## src/rtl/trap_sequencer_if.sv

```systemverilog
// ----------------------------------------------------------------------------
// trap_sequencer_if
// Bundles the pipeline, interrupt, return/vector and trap-output signals of
// the trap sequencer. CLK and RST stay as plain ports on the block itself.
//
//   Pipeline side -> sequencer : MEM_WAIT, EXC_EN, EXC_CODE, EXC_PC
//   Interrupts    -> sequencer : INT_EXT, INT_TIMER, INT_ALLOW, INT_PC
//   Return/vector -> sequencer : MRET, MEPC, TRAP_VEC_MODE, TRAP_VEC_BASE
//   Sequencer -> CSR/pipeline  : TRAP_EN, TRAP_CODE, TRAP_PC, FLUSH,
//                                JMP_DO, JMP_PC, BUSY
//
// modport master : the core side that raises requests and consumes results
// modport slave  : the trap sequencer
// ----------------------------------------------------------------------------
interface trap_sequencer_if;
    logic        MEM_WAIT;
    logic        EXC_EN;
    logic [3:0]  EXC_CODE;
    logic [31:0] EXC_PC;

    logic        INT_EXT;
    logic        INT_TIMER;
    logic        INT_ALLOW;
    logic [31:0] INT_PC;

    logic        MRET;
    logic [31:0] MEPC;
    logic [1:0]  TRAP_VEC_MODE;
    logic [31:0] TRAP_VEC_BASE;

    logic        TRAP_EN;
    logic [31:0] TRAP_CODE;
    logic [31:0] TRAP_PC;
    logic        FLUSH;
    logic        JMP_DO;
    logic [31:0] JMP_PC;
    logic        BUSY;

    modport master (
        output MEM_WAIT, EXC_EN, EXC_CODE, EXC_PC,
        output INT_EXT, INT_TIMER, INT_ALLOW, INT_PC,
        output MRET, MEPC, TRAP_VEC_MODE, TRAP_VEC_BASE,
        input  TRAP_EN, TRAP_CODE, TRAP_PC, FLUSH, JMP_DO, JMP_PC, BUSY
    );

    modport slave (
        input  MEM_WAIT, EXC_EN, EXC_CODE, EXC_PC,
        input  INT_EXT, INT_TIMER, INT_ALLOW, INT_PC,
        input  MRET, MEPC, TRAP_VEC_MODE, TRAP_VEC_BASE,
        output TRAP_EN, TRAP_CODE, TRAP_PC, FLUSH, JMP_DO, JMP_PC, BUSY
    );
endinterface

```

## src/rtl/trap_sequencer.sv

```systemverilog
// ----------------------------------------------------------------------------
// trap_sequencer
// Sequences a machine-mode trap: picks an exception or interrupt in IDLE,
// flushes the pipeline while memory drains, strobes the CSR trap write
// (mcause/mepc), then redirects the PC to the mtvec vector. An mret seen in
// IDLE produces a one-cycle redirect to MEPC without leaving IDLE.
//
// Ports
//   CLK  : system clock
//   RST  : synchronous active-high reset
//   bus  : trap_sequencer_if.slave (requests in, trap/redirect results out)
//
// All outputs come straight from flops. Timeline for a request sampled in
// cycle N with MEM_WAIT low: FLUSH from N+1, TRAP_EN at N+2, JMP_DO at N+3,
// back in IDLE at N+4.
// ----------------------------------------------------------------------------
module trap_sequencer (
    input  logic            CLK,
    input  logic            RST,
    trap_sequencer_if.slave bus
);

    typedef enum logic [1:0] {
        IDLE     = 2'd0,
        DRAIN    = 2'd1,
        COMMIT   = 2'd2,
        REDIRECT = 2'd3
    } state_t;

    localparam logic [31:0] CAUSE_EXT_INT   = 32'h8000_000B;
    localparam logic [31:0] CAUSE_TIMER_INT = 32'h8000_0007;

    state_t      state, state_nxt;
    logic [31:0] cause_q, cause_nxt;
    logic [31:0] pc_q, pc_nxt;

    logic        trap_en_q, trap_en_nxt;
    logic        flush_q, flush_nxt;
    logic        jmp_do_q, jmp_do_nxt;
    logic        busy_q, busy_nxt;
    logic [31:0] trap_code_q, trap_code_nxt;
    logic [31:0] trap_pc_q, trap_pc_nxt;
    logic [31:0] jmp_pc_q, jmp_pc_nxt;

    // Vectored mode only applies to interrupts; the cause number (bit 31
    // stripped) selects a 4-byte slot. Sum wraps modulo 2^32.
    function automatic logic [31:0] calc_vector(
        input logic [1:0]  mode,
        input logic [31:0] base,
        input logic [31:0] cause
    );
        if (mode == 2'b01 && cause[31]) begin
            return base + {cause[29:0], 2'b00};
        end
        return base;
    endfunction

    always_comb begin
        state_nxt     = state;
        cause_nxt     = cause_q;
        pc_nxt        = pc_q;
        trap_en_nxt   = 1'b0;
        flush_nxt     = 1'b0;
        jmp_do_nxt    = 1'b0;
        trap_code_nxt = trap_code_q;
        trap_pc_nxt   = trap_pc_q;
        jmp_pc_nxt    = jmp_pc_q;

        case (state)
            IDLE: begin
                // Exception beats external beats timer; any trap beats mret.
                if (bus.EXC_EN) begin
                    cause_nxt = {28'b0, bus.EXC_CODE};
                    pc_nxt    = bus.EXC_PC;
                    state_nxt = DRAIN;
                    flush_nxt = 1'b1;
                end else if (bus.INT_ALLOW && bus.INT_EXT) begin
                    cause_nxt = CAUSE_EXT_INT;
                    pc_nxt    = bus.INT_PC;
                    state_nxt = DRAIN;
                    flush_nxt = 1'b1;
                end else if (bus.INT_ALLOW && bus.INT_TIMER) begin
                    cause_nxt = CAUSE_TIMER_INT;
                    pc_nxt    = bus.INT_PC;
                    state_nxt = DRAIN;
                    flush_nxt = 1'b1;
                end else if (bus.MRET) begin
                    jmp_do_nxt = 1'b1;
                    jmp_pc_nxt = bus.MEPC;
                    flush_nxt  = 1'b1;
                end
            end

            DRAIN: begin
                flush_nxt = 1'b1;
                if (!bus.MEM_WAIT) begin
                    state_nxt     = COMMIT;
                    trap_en_nxt   = 1'b1;
                    trap_code_nxt = cause_q;
                    trap_pc_nxt   = pc_q;
                end
            end

            COMMIT: begin
                // Vector is taken from the mtvec inputs seen during COMMIT.
                flush_nxt  = 1'b1;
                jmp_do_nxt = 1'b1;
                jmp_pc_nxt = calc_vector(bus.TRAP_VEC_MODE, bus.TRAP_VEC_BASE, cause_q);
                state_nxt  = REDIRECT;
            end

            REDIRECT: begin
                state_nxt = IDLE;
            end

            default: begin
                state_nxt = IDLE;
            end
        endcase

        busy_nxt = (state_nxt != IDLE);
    end

    // ---- state / output register boundary ----
    always_ff @(posedge CLK) begin
        if (RST) begin
            state       <= IDLE;
            cause_q     <= 32'b0;
            pc_q        <= 32'b0;
            trap_en_q   <= 1'b0;
            flush_q     <= 1'b0;
            jmp_do_q    <= 1'b0;
            busy_q      <= 1'b0;
            trap_code_q <= 32'b0;
            trap_pc_q   <= 32'b0;
            jmp_pc_q    <= 32'b0;
        end else begin
            state       <= state_nxt;
            cause_q     <= cause_nxt;
            pc_q        <= pc_nxt;
            trap_en_q   <= trap_en_nxt;
            flush_q     <= flush_nxt;
            jmp_do_q    <= jmp_do_nxt;
            busy_q      <= busy_nxt;
            trap_code_q <= trap_code_nxt;
            trap_pc_q   <= trap_pc_nxt;
            jmp_pc_q    <= jmp_pc_nxt;
        end
    end

    assign bus.TRAP_EN   = trap_en_q;
    assign bus.TRAP_CODE = trap_code_q;
    assign bus.TRAP_PC   = trap_pc_q;
    assign bus.FLUSH     = flush_q;
    assign bus.JMP_DO    = jmp_do_q;
    assign bus.JMP_PC    = jmp_pc_q;
    assign bus.BUSY      = busy_q;

endmodule

```

## src/flat_wrapper.sv

```systemverilog
// flat-port wrapper written by rule: the top's interface ports become plain ports
module trap_sequencer_flat 
  (CLK, RST, bus_MEM_WAIT, bus_EXC_EN, bus_EXC_CODE, bus_EXC_PC, bus_INT_EXT, bus_INT_TIMER, bus_INT_ALLOW, bus_INT_PC, bus_MRET, bus_MEPC, bus_TRAP_VEC_MODE, bus_TRAP_VEC_BASE, bus_TRAP_EN, bus_TRAP_CODE, bus_TRAP_PC, bus_FLUSH, bus_JMP_DO, bus_JMP_PC, bus_BUSY);
  trap_sequencer_if bus_i ();
  input  logic CLK;
  input  logic RST;
  input wire logic [$bits(bus_i.MEM_WAIT)-1:0] bus_MEM_WAIT;
  input wire logic [$bits(bus_i.EXC_EN)-1:0] bus_EXC_EN;
  input wire logic [$bits(bus_i.EXC_CODE)-1:0] bus_EXC_CODE;
  input wire logic [$bits(bus_i.EXC_PC)-1:0] bus_EXC_PC;
  input wire logic [$bits(bus_i.INT_EXT)-1:0] bus_INT_EXT;
  input wire logic [$bits(bus_i.INT_TIMER)-1:0] bus_INT_TIMER;
  input wire logic [$bits(bus_i.INT_ALLOW)-1:0] bus_INT_ALLOW;
  input wire logic [$bits(bus_i.INT_PC)-1:0] bus_INT_PC;
  input wire logic [$bits(bus_i.MRET)-1:0] bus_MRET;
  input wire logic [$bits(bus_i.MEPC)-1:0] bus_MEPC;
  input wire logic [$bits(bus_i.TRAP_VEC_MODE)-1:0] bus_TRAP_VEC_MODE;
  input wire logic [$bits(bus_i.TRAP_VEC_BASE)-1:0] bus_TRAP_VEC_BASE;
  output wire logic [$bits(bus_i.TRAP_EN)-1:0] bus_TRAP_EN;
  output wire logic [$bits(bus_i.TRAP_CODE)-1:0] bus_TRAP_CODE;
  output wire logic [$bits(bus_i.TRAP_PC)-1:0] bus_TRAP_PC;
  output wire logic [$bits(bus_i.FLUSH)-1:0] bus_FLUSH;
  output wire logic [$bits(bus_i.JMP_DO)-1:0] bus_JMP_DO;
  output wire logic [$bits(bus_i.JMP_PC)-1:0] bus_JMP_PC;
  output wire logic [$bits(bus_i.BUSY)-1:0] bus_BUSY;
  assign bus_i.MEM_WAIT = bus_MEM_WAIT;
  assign bus_i.EXC_EN = bus_EXC_EN;
  assign bus_i.EXC_CODE = bus_EXC_CODE;
  assign bus_i.EXC_PC = bus_EXC_PC;
  assign bus_i.INT_EXT = bus_INT_EXT;
  assign bus_i.INT_TIMER = bus_INT_TIMER;
  assign bus_i.INT_ALLOW = bus_INT_ALLOW;
  assign bus_i.INT_PC = bus_INT_PC;
  assign bus_i.MRET = bus_MRET;
  assign bus_i.MEPC = bus_MEPC;
  assign bus_i.TRAP_VEC_MODE = bus_TRAP_VEC_MODE;
  assign bus_i.TRAP_VEC_BASE = bus_TRAP_VEC_BASE;
  assign bus_TRAP_EN = bus_i.TRAP_EN;
  assign bus_TRAP_CODE = bus_i.TRAP_CODE;
  assign bus_TRAP_PC = bus_i.TRAP_PC;
  assign bus_FLUSH = bus_i.FLUSH;
  assign bus_JMP_DO = bus_i.JMP_DO;
  assign bus_JMP_PC = bus_i.JMP_PC;
  assign bus_BUSY = bus_i.BUSY;
  trap_sequencer u_core (.CLK(CLK), .RST(RST), .bus(bus_i));
endmodule
```

## config.mk

```make
export PLATFORM = sky130hd
export DESIGN_NAME = trap_sequencer_flat
export DESIGN_NICKNAME = d
export VERILOG_FILES = /design/src/rtl/trap_sequencer_if.sv /design/src/rtl/trap_sequencer.sv /design/src/flat_wrapper.sv
export SDC_FILE = /design/constraint.sdc
export NUM_CORES = 1
export LEC_CHECK = 0
export CORE_AREA = 2 2 90 156
export CTS_CLUSTER_DIAMETER = 80
export DETAILED_ROUTE_END_ITERATION = 7
export DIE_AREA = 0 0 92 158
export PLACE_DENSITY = 0.81
export SETUP_SLACK_MARGIN = 0.4
export SKIP_CTS_REPAIR_TIMING = 1
export SYNTH_ARGS = -nofsm -noshare
export SYNTH_HDL_FRONTEND = slang
export SYNTH_SLANG_ARGS = --single-unit
```

## constraint.sdc

```tcl
create_clock -name CLK -period 2.6 [get_ports CLK]
set_input_delay 0.26 -clock CLK [delete_from_list [all_inputs] [get_ports CLK]]
set_output_delay 0.26 -clock CLK [all_outputs]
set_load 0.02 [all_outputs]
```

---- Yosys cells after proc, flatten, opt, wreduce, memory -nomap -nowiden ----
Index checks and enable logic that the tools add are counted.
storage, ports and cells
  flip-flop bits (word level) ............. 166
  latch bits .............................. 0
  memory bits (writable) .................. 0
  ROM bits ................................ 0
  input port bits ......................... 142
  word-level logic and storage cells ...... 63
  memories kept ........................... 0
operators by class
  add/subtract/negate cells ............... 1
  multiply operators ...................... 0
  divide/modulo/power cells ............... 0
  $lt $le $gt $ge ......................... 0
  equality and inequality tests ........... 8
  shift-type cells ........................ 0
  multiplexer cells ....................... 30
  bitwise logic cells ..................... 2
  reduce and logical (&&, ||, !) cells .... 12
operators by type and width
  cell                  number
  $mux W32              12
  $pmux W32 S2          1
  $add A32 B32 Y32      1
  $mux W1               10
  $mux W2               4
  $ne A2 B2 Y1 const B  4
  $pmux W2 S4           1
  $reduce_and A5 Y1     1
  $eq A2 B1 Y1 const B  2
  $eq A2 B2 Y1 const B  2
  $pmux W1 S2           2
  $reduce_and A2 Y1     2
  $reduce_bool A2 Y1    2
  $reduce_or A2 Y1      2
  $logic_and A1 B1 Y1   3
  $reduce_bool A3 Y1    1
  $logic_not A2 Y1      1
  $not A1 Y1            2

---- Logic depth before layout (Yosys ltp) ----
Gate-level depths: netlist of the first run.
  depth after elaboration ................. 6
  gate-level depth with buffers ........... 10

---- Worst setup path after synthesis of the first run ----
OpenSTA, ideal clock, no wires.
  kind .................................... register -> register
  start point ............................. reg u_core.cause_q[0]
  end point ............................... reg u_core.jmp_pc_q[8], in the netlist u_core.bus.JMP_PC[8]
  arrival time ............................ 1.905 ns
  required time ........................... 2.480 ns
  slack ................................... 0.575 ns
  stages on the path, launching flop included .. 9
  buffers on the path ..................... 1
  clock period less this slack ............ 2.025 ns
  cell sequence ........................... dfxtp_1 > ha_1 > fa_1 > a21o_1 > a21o_1 > clkbuf_1 > nand4_1 > xnor2_1 > a211o_1
on the way
  word-level cells in the longest chain between the ends .. 4
RTL lines
  what                      RTL line               RTL
  start: declaration        trap_sequencer.sv:34   logic [31:0] cause_q, cause_nxt;
  start signal: assignment  trap_sequencer.sv:139  cause_q <= cause_nxt;
  $add A32 B32 Y32          trap_sequencer.sv:53   return base + {cause[29:0], 2'b00};
  $mux W32                  trap_sequencer.sv:52   if (mode == 2'b01 && cause[31]) begin
  $mux W32                  trap_sequencer.sv:55   return base;
  $pmux W32 S2              trap_sequencer.sv:69   case (state)
  end signal: assignment    trap_sequencer.sv:147  jmp_pc_q <= jmp_pc_nxt;
  end: declaration          trap_sequencer.sv:43   logic [31:0] jmp_pc_q, jmp_pc_nxt;
No other way between the ends. The select of a mux whose other input is x is not followed.
A chain may end at the register's enable or synchronous reset.

---- Worst setup path after layout of the first run ----
  start point ............................. in bus_TRAP_VEC_BASE[2]
  end point ............................... reg u_core.jmp_pc_q[14], in the netlist u_core.bus.JMP_PC[14]
on the way
  word-level cells in the longest chain between the ends .. 4
RTL lines
  what                RTL line              RTL
  start: declaration  flat_wrapper.sv:18    input wire logic [$bits(bus_i.TRAP_VEC_BASE)-1:0] bus_TRAP_VEC_BASE;
  $add A32 B32 Y32    trap_sequencer.sv:53
  $mux W32            trap_sequencer.sv:52
  $mux W32            trap_sequencer.sv:55
  $pmux W32 S2        trap_sequencer.sv:69
No other way between the ends. The select of a mux whose other input is x is not followed.

==> results.py, run 1 <==
metrics = {
    "status": {
        "status": "complete, no violations",
    },
    "worst_setup_path": {
        "r2r-start": "u_core.cause_q[0]$_SDFFE_PP0P_",
        "path_delay_family": "adder cells",
        "worstSetupStartpoint": "bus_TRAP_VEC_BASE[2]",
        "crit_end": "u_core.bus.JMP_PC[14]$_SDFFE_PP0P_",
        "crit_cells": 9,
        "critPathSlowestCell": "clkdlybuf4s50_1",
        "worstPathCellList": "clkdlybuf4s50_1 > ha_1 > fa_1 > a21o_1 > a21o_2 > buf_4 > nand4_1 > xor2_1 > a21oi_1",
        "cp-start-kind": "input pin",
        "regToRegEndpoint": "u_core.bus.JMP_PC[14]$_SDFFE_PP0P_",
        "cpPeakStageDelay_ps": 460,
        "crit_fanout": 8,
        "reg2reg_slack_ps": 420,
        "path_buf_inv": 2,
        "ff2ff_path_depth": 8,
        "endpoint_kind": "flop",
        "critPathKind": "input pin to flop",
        "arrival_ps": 2410,
        "required_ps": 2810,
    },
    "clock_tree": {
        "ctsHtreeMaxLevel": 3,
        "cts.sinks": 112,
        "clkTransAtPathRegs_ps": 80,
        "cts_buffers": 9,
        "insertion_delay_ps": 350,
        "cts_root_buf": "clkbuf_16",
        "tritoncts": "yes",
        "ctsLongestPathBuffers": 2,
    },
    "timing": {
        "tightest_slew_ps": 667,
        "hold_violations": 0,
        "whs_ps": 316,
        "setup_tns_ps": 0,
        "max_clock_freq_ghz": 0.455,
        "slew_violations": 0,
        "fin_ws_ps": 402,
        "max_slew_margin": 0.555,
        "setup_viol": 0,
        "period_share": 0.845,
        "clock_skew_ps": 11.1,
        "rsz0062_at_grt": "yes",
        "min_period_ps": 2200,
    },
    "floorplanning": {
        "io_pins": 242,
        "core.rowCount": 56,
        "start_util": 0.410,
        "die_h_um": 158,
        "die_w_um": 92,
        "die_area_um2": 14500,
        "core_area_um2": 13300,
    },
    "synth": {
        "syn-cell-area_um2": 5460,
        "async_flop_share": 0,
        "synth_cell_types": 55,
        "yosys.area.top_type_share": 0.411,
        "yosys_register_bits": 112,
        "yosys.area_share.simple": 0.188,
        "syn_avg_cell_area_um2": 8.42,
        "synth_mux_area_frac": 0.0642,
        "synth_compound_area_frac": 0.209,
        "synth.yosys.seq_area_share": 0.411,
        "yosysMostFrequentCell": "dfxtp_1",
        "synth-edff-count": 0,
        "synth_warnings": 0,
        "synth_top_family_by_area": "compound AO/OA/AOI/OAI gates",
        "synth_fa_ha_area_frac": 0.0220,
        "synth_cells": 648,
        "ys.flop_type": "dfxtp_1",
        "synthTopCellsByCount": "112 x dfxtp_1, 93 x nand2_1, 72 x a21oi_1",
        "yosysTopAreaCell": "dfxtp_1",
        "synthTopCellsByArea": "dfxtp_1 41%, a21oi_1 6.6%, mux2i_1 6.4%",
        "synth_xor_area_frac": 0.0289,
    },
    "route": {
        "drt_iter0_drc": 224,
        "drt-total-wl_um": 17900,
        "drtAntennaViolNets": 0,
        "wl_per_cell_um": 17.2,
        "vias": 5530,
        "firstDrtPassIters": 5,
        "vias_per_cell": 5.30,
        "drcViolationCount": 0,
    },
    "place": {
        "dpl_worst_slack_ps": 26.5,
        "detailed_place_hpwl_um": 13700,
        "gp_congestion": 1.08,
        "io_buffers": 214,
    },
    "grt": {
        "grt_pass1_wl_um": 27500,
        "grt_max_degree": 39,
        "antenna_found_initial": 0,
        "grtUsageTotal": 0.243,
        "overflow": 0,
        "grt_pass1_vias": 5359,
    },
    "job": {
        "drv_cap": 0,
    },
    "pwr": {
        "p_leak_nw": 3.06,
        "ir_worst_vdd_mv": 0.327,
        "powerDensity_nw_per_um2": 536,
        "fin_total_pwr_mw": 4.36,
    },
    "finish": {
        "nNetsFinal": 1016,
        "n_fill_cell": 1193,
        "diodes": 0,
        "areaGrowthSynthToFinish_pct": 48.9,
        "drive_gt1_frac": 0.0851,
    },
    "hold_path": {
        "hold_path.class": "input pin to flop",
    },
}
## worst min-delay path by stage
stage	from	end	slack, ps	depth (start not counted)
final	RST	u_core.bus.TRAP_CODE[31]$_SDFFE_PP0P_	320	2
after global routing	RST	u_core.bus.TRAP_PC[13]$_SDFFE_PP0P_	330	2
after CTS	RST	u_core.bus.TRAP_PC[10]$_SDFFE_PP0P_	300	2
after detailed placement	u_core.pc_q[5]$_SDFFE_PP0P_	u_core.bus.TRAP_PC[5]$_SDFFE_PP0P_	440	2
after global placement	u_core.pc_q[16]$_SDFFE_PP0P_	u_core.bus.TRAP_PC[16]$_SDFFE_PP0P_	440	2
after floorplan	bus_EXC_CODE[2]	u_core.cause_q[2]$_SDFFE_PP0P_	410	2
## through the flow
stage	utilization	instances	cell area [um2]
floorplan	-	674	5550
global placement	0.588	1028	7830
detailed placement	0.588	1028	7830
CTS	0.609	1044	8110
global route	0.610	1044	8130
finish	0.610	1044	8130
## logic make-up (layout without fill, tap and decap cells)
logic type | count (synthesis) | after routing
multiplexers | 35 | 35
AND/OR/NAND/NOR | 219 | 219
buffers and inverters | 81 | 277
AO/OA/AOI/OAI | 173 | 173
other | 1 | 27
adder cells (fa/ha/maj) | 9 | 9
flip-flops | 112 | 112
XOR/XNOR | 18 | 18
## power by group
| part | total, mW | internal [mW] | switching, mW |
|---|---|---|---|
| registers | 1.93 | 1.86 | 0.0785 |
| logic | 1.10 | 0.525 | 0.571 |
| clock network | 1.33 | 0.663 | 0.664 |
## flip-flops by register name, summed over array words and instances (netlist names), 2 cells and up
name	flops
u_core.bus.TRAP_PC	32
u_core.pc_q	32
u_core.cause_q	5
u_core.bus.JMP_PC	32
u_core.bus.TRAP_CODE	5
u_core.state	2
## cell type report
type | instances | area (um2) | area share
multi-input cells | 481 | 2930 | 0.360
clock inverters | 7 | 55.1 | 0.00677
well taps | 174 | 218 | 0.0268
inverters | 7 | 26.3 | 0.00323
flip-flops and latches | 112 | 2240 | 0.276
clock buffers | 9 | 225 | 0.0277
repair buffers | 254 | 2430 | 0.300
## metal layers
layer,global-route usage,up-vias,share of wire
li1,-,2715,-
met1,0.233,2523,0.33
met2,0.461,236,0.54
met3,0.0562,56,0.065
met4,0.153,0,0.058
met5,0,-,0
## placed cells by master (no fill, tap or decap), types with 13 or more instances in the layout
cell and instances:
clkdlybuf4s50_1 212, dfxtp_1 112, nand2_1 93, a21oi_1 71, nor2_1 56, buf_4 41
a211oi_1 39, mux2i_1 35, conb_1 27, nand4_1 22, o221ai_1 16, nand3_1 13
No activity file was read; power rests on OpenSTA's default activity.
==> inputs of run 2 (changes only) <==
==> constraint.sdc (replaced) <==
create_clock -name CLK -period 2.2 [get_ports CLK]
set_input_delay 0.22 -clock CLK [delete_from_list [all_inputs] [get_ports CLK]]
set_output_delay 0.22 -clock CLK [all_outputs]
set_load 0.02 [all_outputs]
==> run 2 against run 1 <==
Die area stayed put. Clock power is 29% higher. Via count is 3.3% higher. Non-clock buffer count is 24 higher. Register-to-register slack worse by 170 ps. Final area is 6.4% higher. First-iteration DRC count is 18% higher. Wire length is 1.3% higher. Critical path depth is 1 lower. Utilization is 3.9 points higher. Worst hold slack worse by 60 ps. Total power is 25% higher. Critical endpoint is now u_core.bus.JMP_PC[6]$_SDFFE_PP0P_.
==> results.py, run 2 (synthesized netlist as in run 1, its figures left out) <==
metrics = {
    "worst_setup_path": {
        "r2r-start": "u_core.cause_q[0]$_SDFFE_PP0P_",
        "worstSetupStartpoint": "u_core.cause_q[0]$_SDFFE_PP0P_",
        "arrival_ps": 2230,
        "crit_fanout": 3,
        "cpPeakStageDelay_ps": 360,
        "path_delay_family": "compound AO/OA/AOI/OAI gates",
        "cp-start-kind": "flop",
        "endpoint_kind": "flop",
        "critPathKind": "flop to flop",
        "worstPathCellList": "ha_4 > fa_2 > a21o_1 > buf_6 > a21oi_4 > or3_1 > a311o_1 > a21oi_1",
        "required_ps": 2480,
        "reg2reg_slack_ps": 250,
        "path_buf_inv": 1,
        "critPathSlowestCell": "dfxtp_2",
    },
    "floorplanning": {
        "die_area_um2": 14500,
        "die_w_um": 92,
        "core_area_um2": 13300,
        "die_h_um": 158,
        "start_util": 0.410,
        "core.rowCount": 56,
        "io_pins": 242,
    },
    "timing": {
        "slew_violations": 0,
        "whs_ps": 256,
        "max_clock_freq_ghz": 0.514,
        "min_period_ps": 1950,
        "rsz0062_at_grt": "yes",
        "hold_violations": 0,
        "setup_viol": 0,
        "max_slew_margin": 0.615,
        "clock_skew_ps": 7.60,
        "period_share": 0.884,
        "tightest_slew_ps": 577,
    },
    "route": {
        "drtAntennaViolNets": 0,
        "vias": 5711,
        "drt_iter0_drc": 265,
        "firstDrtPassIters": 5,
        "drcViolationCount": 0,
        "drt-total-wl_um": 18200,
        "vias_per_cell": 5.35,
        "wl_per_cell_um": 17.0,
    },
    "finish": {
        "final_cell_mix": "203 x clkdlybuf4s50_1, 107 x dfxtp_1, 92 x nand2_1",
        "n_fill_cell": 1125,
        "final_common_cell": "clkdlybuf4s50_1",
        "areaGrowthSynthToFinish_pct": 58.5,
        "fin_util": 0.650,
        "diodes": 0,
        "drive_gt1_frac": 0.142,
        "nNetsFinal": 1040,
    },
    "status": {
        "status": "complete, no violations",
    },
    "clock_tree": {
        "tritoncts": "yes",
        "cts_buffers": 9,
        "ctsLongestPathBuffers": 2,
        "cts_root_buf": "clkbuf_16",
        "insertion_delay_ps": 350,
        "ctsHtreeMaxLevel": 3,
        "clkTransAtPathRegs_ps": 80,
        "cts.sinks": 112,
    },
    "grt": {
        "grt_pass1_wl_um": 26800,
        "grt_pass1_vias": 5318,
        "antenna_found_initial": 0,
        "overflow": 0,
        "grt_max_degree": 41,
        "grtUsageTotal": 0.235,
    },
    "place": {
        "detailed_place_hpwl_um": 13500,
        "io_buffers": 214,
        "gp_congestion": 0.932,
    },
    "pwr": {
        "ir_worst_vdd_mv": 0.515,
        "powerDensity_nw_per_um2": 632,
        "p_leak_nw": 3.32,
    },
    "hold_path": {
        "worst_hold_startpoint": "RST",
        "hold_path.class": "input pin to flop",
    },
    "job": {
        "drv_cap": 0,
    },
}
==> run 2: changes by cell type in the layout (fill, tap and decap cells not counted), moves of 5 or more <==
cell,before,now
dlymetal6s2s_1,0,9
dfxtp_1,112,107
o21ai_2,0,5
buf_6,0,10
clkdlybuf4s50_1,212,203
buf_4,41,50
==> run 2: where the power goes <==
part / internal (mW) / switching (mW) / total, mW
logic: 0.727 / 0.726 / 1.45
registers: 2.19 / 0.0968 / 2.29
clock network: 0.909 / 0.808 / 1.72
==> run 2: worst register-to-register path, cell delays in order, from the launching register on <==
cell and delay [ps]:
dfxtp_2 360, ha_4 140, fa_2 200, a21o_1 170, buf_6 110, a21oi_4 50
or3_1 360, a311o_1 360, a21oi_1 130
==> run 2: per-stage QoR <==
stage | cell area [um2] | power, mW | cells | setup slack, ps | TNS (ps)
6_report | 8650 | 5.46 | 1068 | 255 | 0
5_1_grt | 8650 | 5.69 | 1068 | 195 | 0
4_1_cts | 8370 | 5.40 | 1061 | 89.0 | 0
3_5_place_dp | 8060 | 3.68 | 1045 | -199 | -2180
3_3_place_gp | 8060 | 3.66 | 1045 | -147 | -1490
2_1_floorplan | 5610 | 3.03 | 674 | 322 | 0
==> run 2: cell type report <==
| type | count | area, um2 | share of cell area |
|---|---|---|---|
| multi-input combinational | 481 | 3100 | 0.359 |
| timing repair buffer | 278 | 2730 | 0.316 |
| sequential | 112 | 2250 | 0.260 |
| clock buffer | 9 | 225 | 0.0260 |
| tap | 174 | 218 | 0.0252 |
| clock inverter | 7 | 86.3 | 0.00998 |
| inverter | 7 | 30.0 | 0.00347 |
==> run 2: worst paths after layout <==
| path | to | depth (start not counted) |
|---|---|---|
| min | u_core.cause_q[3]$_SDFFE_PP0P_ | 2 |
| min reg2reg | u_core.bus.TRAP_PC[31]$_SDFFE_PP0P_ | 2 |
| max | u_core.bus.JMP_PC[6]$_SDFFE_PP0P_ | 8 |
| max reg2reg | u_core.bus.JMP_PC[6]$_SDFFE_PP0P_ | 8 |
==> run 2: layer usage <==
metal	routed length [um]	up-vias	track usage	part of all wire
met5	0	-	0	0
met4	788	0	0.116	0.043
met3	1250	54	0.0514	0.069
met2	9890	256	0.457	0.54
met1	6230	2637	0.230	0.34
li1	-	2764	-	-
==> inputs of run 3 (changes only) <==
--- a/config.mk
+++ b/config.mk
@@ -12,6 +12,7 @@
 export PLACE_DENSITY = 0.81
 export SETUP_SLACK_MARGIN = 0.4
 export SKIP_CTS_REPAIR_TIMING = 1
+export SLEW_MARGIN = 20
 export SYNTH_ARGS = -nofsm -noshare
 export SYNTH_HDL_FRONTEND = slang
 export SYNTH_SLANG_ARGS = --single-unit
==> results of run 3 <==
No change in the layout: final DEF, timing and power equal those of run 2.
